## config.mk

```make
export PLATFORM = sky130hd
export DESIGN_NAME = fp_mul_share_ctrl
export DESIGN_NICKNAME = d
export VERILOG_FILES = /design/src/rtl/fp_mul_share_ctrl.sv
export SDC_FILE = /design/constraint.sdc
export NUM_CORES = 2
export LEC_CHECK = 0
export CORE_MARGIN = 10
export CORE_UTILIZATION = 40
export CTS_BUF_LIST = sky130_fd_sc_hd__clkbuf_4 sky130_fd_sc_hd__clkbuf_8
export DETAILED_ROUTE_END_ITERATION = 10
export HOLD_SLACK_MARGIN = 0.02
export PLACE_DENSITY = 0.65
export RECOVER_POWER = 100
export SYNTH_ARGS = -nofsm -noshare
export SYNTH_HDL_FRONTEND = slang
export SYNTH_SLANG_ARGS = --single-unit
```

## constraint.sdc

```tcl
create_clock -name clk -period 11.4 [get_ports clk]
set_input_delay 2.85 -clock clk [delete_from_list [all_inputs] [get_ports clk]]
set_output_delay 2.85 -clock clk [all_outputs]
set_load 0.005 [all_outputs]
```

## src/rtl/fp_mul_share_ctrl.sv

```systemverilog
// Shared single-precision multiplier front end: round-robin request arbitration,
// operand/result registering and a valid/ready response channel tagged with requester ID.

// Combinational single-precision multiply for normal operands with four rounding modes.
module fp_multiplier (
  input  logic [31:0] a,
  input  logic [31:0] b,
  input  logic [1:0]  rmode,
  output logic [31:0] result
);

  logic        sign;
  logic [47:0] prod;
  logic        norm;
  logic [23:0] keep;
  logic        guard;
  logic        sticky;
  logic        inexact;
  logic        inc;
  logic [24:0] rounded;
  logic [9:0]  exp_sum;
  logic        unused_bits;

  // Mantissa product, normalisation by at most one place, rounding and exponent sum
  always_comb begin
    sign = a[31] ^ b[31];
    prod = 48'({1'b1, a[22:0]}) * 48'({1'b1, b[22:0]});
    norm = prod[47];
    if (norm) begin
      keep   = prod[47:24];
      guard  = prod[23];
      sticky = |prod[22:0];
    end else begin
      keep   = prod[46:23];
      guard  = prod[22];
      sticky = |prod[21:0];
    end
    inexact = guard | sticky;
    case (rmode)
      2'b00:   inc = guard & (sticky | keep[0]);
      2'b01:   inc = 1'b0;
      2'b10:   inc = inexact & ~sign;
      default: inc = inexact & sign;
    endcase
    // A rounding carry out of the mantissa leaves the fraction zero and bumps the exponent
    rounded = {1'b0, keep} + 25'(inc);
    exp_sum = 10'(a[30:23]) + 10'(b[30:23]) - 10'd127 + 10'(norm) + 10'(rounded[24]);
    result  = {sign, exp_sum[7:0], rounded[22:0]};
  end

  assign unused_bits = ^{exp_sum[9:8], rounded[23]};

endmodule

module fp_mul_share_ctrl #(
  parameter int unsigned NUM_REQ = 4,
  parameter int unsigned ID_W    = 2
) (
  input  logic                   clk,
  input  logic                   rst_n,
  input  logic [NUM_REQ-1:0]     req_valid,
  output logic [NUM_REQ-1:0]     req_ready,
  input  logic [32*NUM_REQ-1:0]  req_a,
  input  logic [32*NUM_REQ-1:0]  req_b,
  input  logic [2*NUM_REQ-1:0]   req_rmode,
  output logic                   rsp_valid,
  input  logic                   rsp_ready,
  output logic [31:0]            rsp_result,
  output logic [ID_W-1:0]        rsp_id,
  output logic                   busy,
  output logic [15:0]            op_count
);

  localparam int unsigned DATA_W = 32;
  localparam int unsigned RM_W   = 2;
  localparam int unsigned CNT_W  = 16;

  typedef enum logic [1:0] {ST_IDLE, ST_EXEC, ST_RESP} state_e;

  state_e              state_q, state_d;
  logic [ID_W-1:0]     ptr_q, ptr_d;
  logic [DATA_W-1:0]   op_a_q, op_a_d;
  logic [DATA_W-1:0]   op_b_q, op_b_d;
  logic [RM_W-1:0]     op_rm_q, op_rm_d;
  logic [ID_W-1:0]     op_id_q, op_id_d;
  logic                rsp_valid_q, rsp_valid_d;
  logic [DATA_W-1:0]   rsp_result_q, rsp_result_d;
  logic [ID_W-1:0]     rsp_id_q, rsp_id_d;
  logic                busy_q, busy_d;
  logic [CNT_W-1:0]    op_count_q, op_count_d;

  logic                win_found;
  logic [ID_W-1:0]     win_id;
  logic [ID_W-1:0]     cand;
  logic [DATA_W-1:0]   mul_result;

  // Round-robin search starting just above the last accepted requester
  always_comb begin
    win_found = 1'b0;
    win_id    = '0;
    cand      = '0;
    for (int unsigned k = 1; k <= NUM_REQ; k++) begin
      cand = ID_W'((32'(ptr_q) + k) % NUM_REQ);
      if (!win_found && req_valid[cand]) begin
        win_found = 1'b1;
        win_id    = cand;
      end
    end
  end

  // Grant is combinational and only offered while idle and out of reset
  always_comb begin
    req_ready = '0;
    if (rst_n && (state_q == ST_IDLE) && win_found) begin
      req_ready[win_id] = 1'b1;
    end
  end

  fp_multiplier u_mul (
    .a      (op_a_q),
    .b      (op_b_q),
    .rmode  (op_rm_q),
    .result (mul_result)
  );

  // Next-state and next-register values
  always_comb begin
    state_d      = state_q;
    ptr_d        = ptr_q;
    op_a_d       = op_a_q;
    op_b_d       = op_b_q;
    op_rm_d      = op_rm_q;
    op_id_d      = op_id_q;
    rsp_valid_d  = rsp_valid_q;
    rsp_result_d = rsp_result_q;
    rsp_id_d     = rsp_id_q;
    op_count_d   = op_count_q;
    case (state_q)
      ST_IDLE: begin
        if (win_found) begin
          op_a_d  = req_a[DATA_W*32'(win_id) +: DATA_W];
          op_b_d  = req_b[DATA_W*32'(win_id) +: DATA_W];
          op_rm_d = req_rmode[RM_W*32'(win_id) +: RM_W];
          op_id_d = win_id;
          ptr_d   = win_id;
          state_d = ST_EXEC;
        end
      end
      ST_EXEC: begin
        rsp_result_d = mul_result;
        rsp_id_d     = op_id_q;
        rsp_valid_d  = 1'b1;
        state_d      = ST_RESP;
      end
      ST_RESP: begin
        if (rsp_ready) begin
          rsp_valid_d = 1'b0;
          op_count_d  = op_count_q + 16'd1;
          state_d     = ST_IDLE;
        end
      end
      default: state_d = ST_IDLE;
    endcase
    busy_d = (state_d != ST_IDLE);
  end

  // State and output registers with synchronous active-low reset
  always_ff @(posedge clk) begin
    if (!rst_n) begin
      state_q      <= ST_IDLE;
      ptr_q        <= ID_W'(NUM_REQ - 1);
      op_a_q       <= '0;
      op_b_q       <= '0;
      op_rm_q      <= '0;
      op_id_q      <= '0;
      rsp_valid_q  <= 1'b0;
      rsp_result_q <= '0;
      rsp_id_q     <= '0;
      busy_q       <= 1'b0;
      op_count_q   <= '0;
    end else begin
      state_q      <= state_d;
      ptr_q        <= ptr_d;
      op_a_q       <= op_a_d;
      op_b_q       <= op_b_d;
      op_rm_q      <= op_rm_d;
      op_id_q      <= op_id_d;
      rsp_valid_q  <= rsp_valid_d;
      rsp_result_q <= rsp_result_d;
      rsp_id_q     <= rsp_id_d;
      busy_q       <= busy_d;
      op_count_q   <= op_count_d;
    end
  end

  assign rsp_valid  = rsp_valid_q;
  assign rsp_result = rsp_result_q;
  assign rsp_id     = rsp_id_q;
  assign busy       = busy_q;
  assign op_count   = op_count_q;

endmodule
```

==> impl_results.md <==
- First-pass DRT Iterations: 5
- Max Fclk: around 92 MHz
- Failing checks: capacitance limit, slew limit
- Final Non-Filler Cells: 4,543
- Vias per cell: 5.28
- Status: complete, but fails checks
- Worst reg2reg endpoint: rsp_result[29]$_SDFFE_PN0P_
- GPL Wtd Cong: 0.904
- Post-Layout Inst Area: 0.0323 mm2
- Clock Skew: between 15 and 20 ps
- Post-Syn Instances: 3,375
- Startpoint types: flop
- Worst EP required: between 10,000 and 15,000 ps
- Max-slew violation count: 191
- CP most frequent cell: fa_1
- R2R Setup Slk: about 470 ps
- Clk root buf: clkbuf_8
- Cts hold-fix bufs: 0
- Slowest stage cell, crit path: dfxtp_1
- Max incr delay on CP: around 570 ps
- # IOs: 327
- Vias in the first global route: about 25,000
- Mapped Avg Cell Area: 8.02 um2
- 1st-iter DRT viols: 1,424
- Count of state elements after synthesis: 124
- Worst-path clk slew: 100 ps
- Routed Antenna Nets: 0
- Initial Util: 0.403
- Port-buffer cells: between 300 and 400
- Final core utilization: 0.480
- Placed insts: around 4,500
- Routed vias: 24,000
- Leak Pwr: 15.4 nW
- Die Area: 0.0785 mm2
- Final wirelength: 91,500 um
- Die height: 280 um
- Worst Max-Slew Pin Slew: ~3600 ps
- Setup-failing EPs final: 0
- RR Startpoint: op_a_q[2]$_SDFFE_PN0P_
- First-pass GRT wire length: approximately 140,000 um
- Synthesized area: 0.0271 mm2
- Worst Setup End Kind: flop
- CTS H-Tree Depth: 4
- Remaining DRCs: 0
- Hold Path End: rsp_result[29]$_SDFFE_PN0P_
- Placeable Area: approximately 0.067 mm2
- WL per Instance: 20.1 um
- Number of synthesized flops with an enable pin: 0
- WS Path Type: flop to flop
- Grt total ovfl: 0
- Rows: 95
- Synth warn: 0
- Ys flop type: dfxtp_1
- Ys async rst share: 0
- CTS tree: yes
- Die X: 280 um
- Setup WS post-layout: around 470 ps
- Fin Hold WS: 456 ps
- CP Max Fanout: 19
- Hold/Removal Path Class: flop to flop
- Final period demand of the worst path: 10,930 ps
- Library cells used by synthesis: around 90
- Placed Area: 0.0316 mm2
- Maximum root-to-sink buffer count: 2
- Register area share after synthesis: 0.0917
- Initial antenna violation count: 11
- Dpl hpwl: around 77,000 um
- Reg2reg path depth: between 40 and 50
- Slew headroom: -1.37
- Cell Pwr Density: around 220 mW/mm2
- Hold_sp: rsp_result[29]$_SDFFE_PN0P_
- Skew-Pair Late Insertion Delay: 510 ps
- Worst hold stages: 2
- Pin count of the biggest net entering global routing: 89
- Fin crit share: 0.959
- Layout cells sized above 1: 0.0690
- CTS Sinks: between 100 and 150
- Syn nets: 4,319
- Maxcap violations: 3
- Data arrival, critical path: 11,360 ps
- Place WS: -86.0 ps
- Final Hold Vio Count: 0
- Worst VDD drop: roughly 0.22 mV
- Area growth from synthesis to layout: 19.2%
- Tot GR Track Use: 0.232
- Nets: between 4,000 and 5,000
- Clock buffer count from CTS: 17
[report_power, final]
part | switching (mW) | leakage, nW | internal, mW | total, mW
clock | 0.248 | 0.203 | 0.184 | 0.432
sequential | 0.131 | 1.03 | 0.513 | 0.644
combinational | 3.59 | 14.1 | 2.36 | 5.95
total | 3.96 | 15.4 | 3.06 | 7.02
[worst max-delay path: cells and delay by family (launching register included)]
kind                     cells  cell delay [ps]
AO/OA/AOI/OAI               13             2180
XOR/XNOR                     2              280
adder cells (fa/ha/maj)     13             5070
buffers and inverters        5              520
flip-flops                   1              570
AND/OR/NAND/NOR             13             2180
[layer usage]
metal  wire (um)  part of all wire  vias to the layer above  track usage
li1            -                 -                    11100            -
met1       35800              0.39                    12000        0.278
met2       45600              0.50                      805        0.400
met3        6520             0.071                      150       0.0510
met4        3640             0.040                        6       0.0918
met5          45           0.00049                        -            0
[stage by stage]
stage	total power [mW]	TNS, ps
finish	7.02	0
global route	7.73	-66.8
CTS	6.96	0
detailed placement	6.49	-86.0
global placement	6.45	0
floorplan	4.64	0
[cell families after synthesis]
group,Yosys count,share of synthesized area
AOI/OAI and AO/OA,398,0.0983
buffers and inverters,790,0.110
and+or+nand+nor,1305,0.227
muxes,8,0.00300
xor gates and xnor gates,77,0.0249
DFF,124,0.0917
adders and majority gates,673,0.445
[worst max-delay path by stage]
stage / start / endpoint
after floorplan: op_a_q[13]$_SDFFE_PN0P_ / rsp_result[29]$_SDFFE_PN0P_
after global placement: op_b_q[2]$_SDFFE_PN0P_ / rsp_result[29]$_SDFFE_PN0P_
after detailed placement: op_b_q[2]$_SDFFE_PN0P_ / rsp_result[29]$_SDFFE_PN0P_
after CTS: op_b_q[7]$_SDFFE_PN0P_ / rsp_result[29]$_SDFFE_PN0P_
after global routing: op_b_q[0]$_SDFFE_PN0P_ / rsp_result[29]$_SDFFE_PN0P_
final: op_a_q[2]$_SDFFE_PN0P_ / rsp_result[29]$_SDFFE_PN0P_
[cell usage in the layout, fill, tap and decap left out, drive strengths merged, types with 24 or more instances in the layout]
| cell type | n |
|---|---|
| nand2 | 658 |
| inv | 593 |
| fa | 483 |
| clkdlybuf4s50 | 269 |
| and2 | 242 |
| ha | 190 |
| nor2 | 175 |
| a21oi | 156 |
| buf | 125 |
| dfxtp | 124 |
| and3 | 81 |
| a311oi | 69 |
| dlygate4sd3 | 57 |
| o21ai | 46 |
| xnor2 | 43 |
| nand3 | 38 |
| xor2 | 34 |
| nor3 | 30 |
| clkbuf | 24 |
[timing repair]
item                                    4_1_cts  5_1_grt
buffers inserted                              0       10
endpoints found under the setup margin        1        4
pin swaps                                     0        8
gates resized for setup                       1       81
[flip-flops by register name, summed over array words and instances, names as in the netlist]
name,flops
rsp_result,32
op_rm_q,2
rsp_valid,1
op_count,16
op_id_q,2
op_b_q,32
rsp_id,2
busy,1
op_a_q,32
state_q,2
ptr_q,2
[synthesized netlist by cell type (all sizes together) (43+ instances only)]
cell	instances	area, um2
and2	242	1520
nand2	658	2480
fa	483	9670
dfxtp	124	2480
o21ai	46	230
xnor2	43	377
a21oi	156	781
and3	81	512
ha	190	2380
inv	587	2200
a311oi	69	604
nor2	175	657
clkbuf	180	676
[area by class of cell]
type	instances	area, um2
antenna	5	12.5
clock buffer	17	234
clock inverter	15	169
fill	6595	34900
inverter	590	2230
multi-input combinational	2461	21700
sequential	124	2550
tap	873	1090
timing repair buffer	458	4270
No activity file was read; power rests on OpenSTA's default activity.
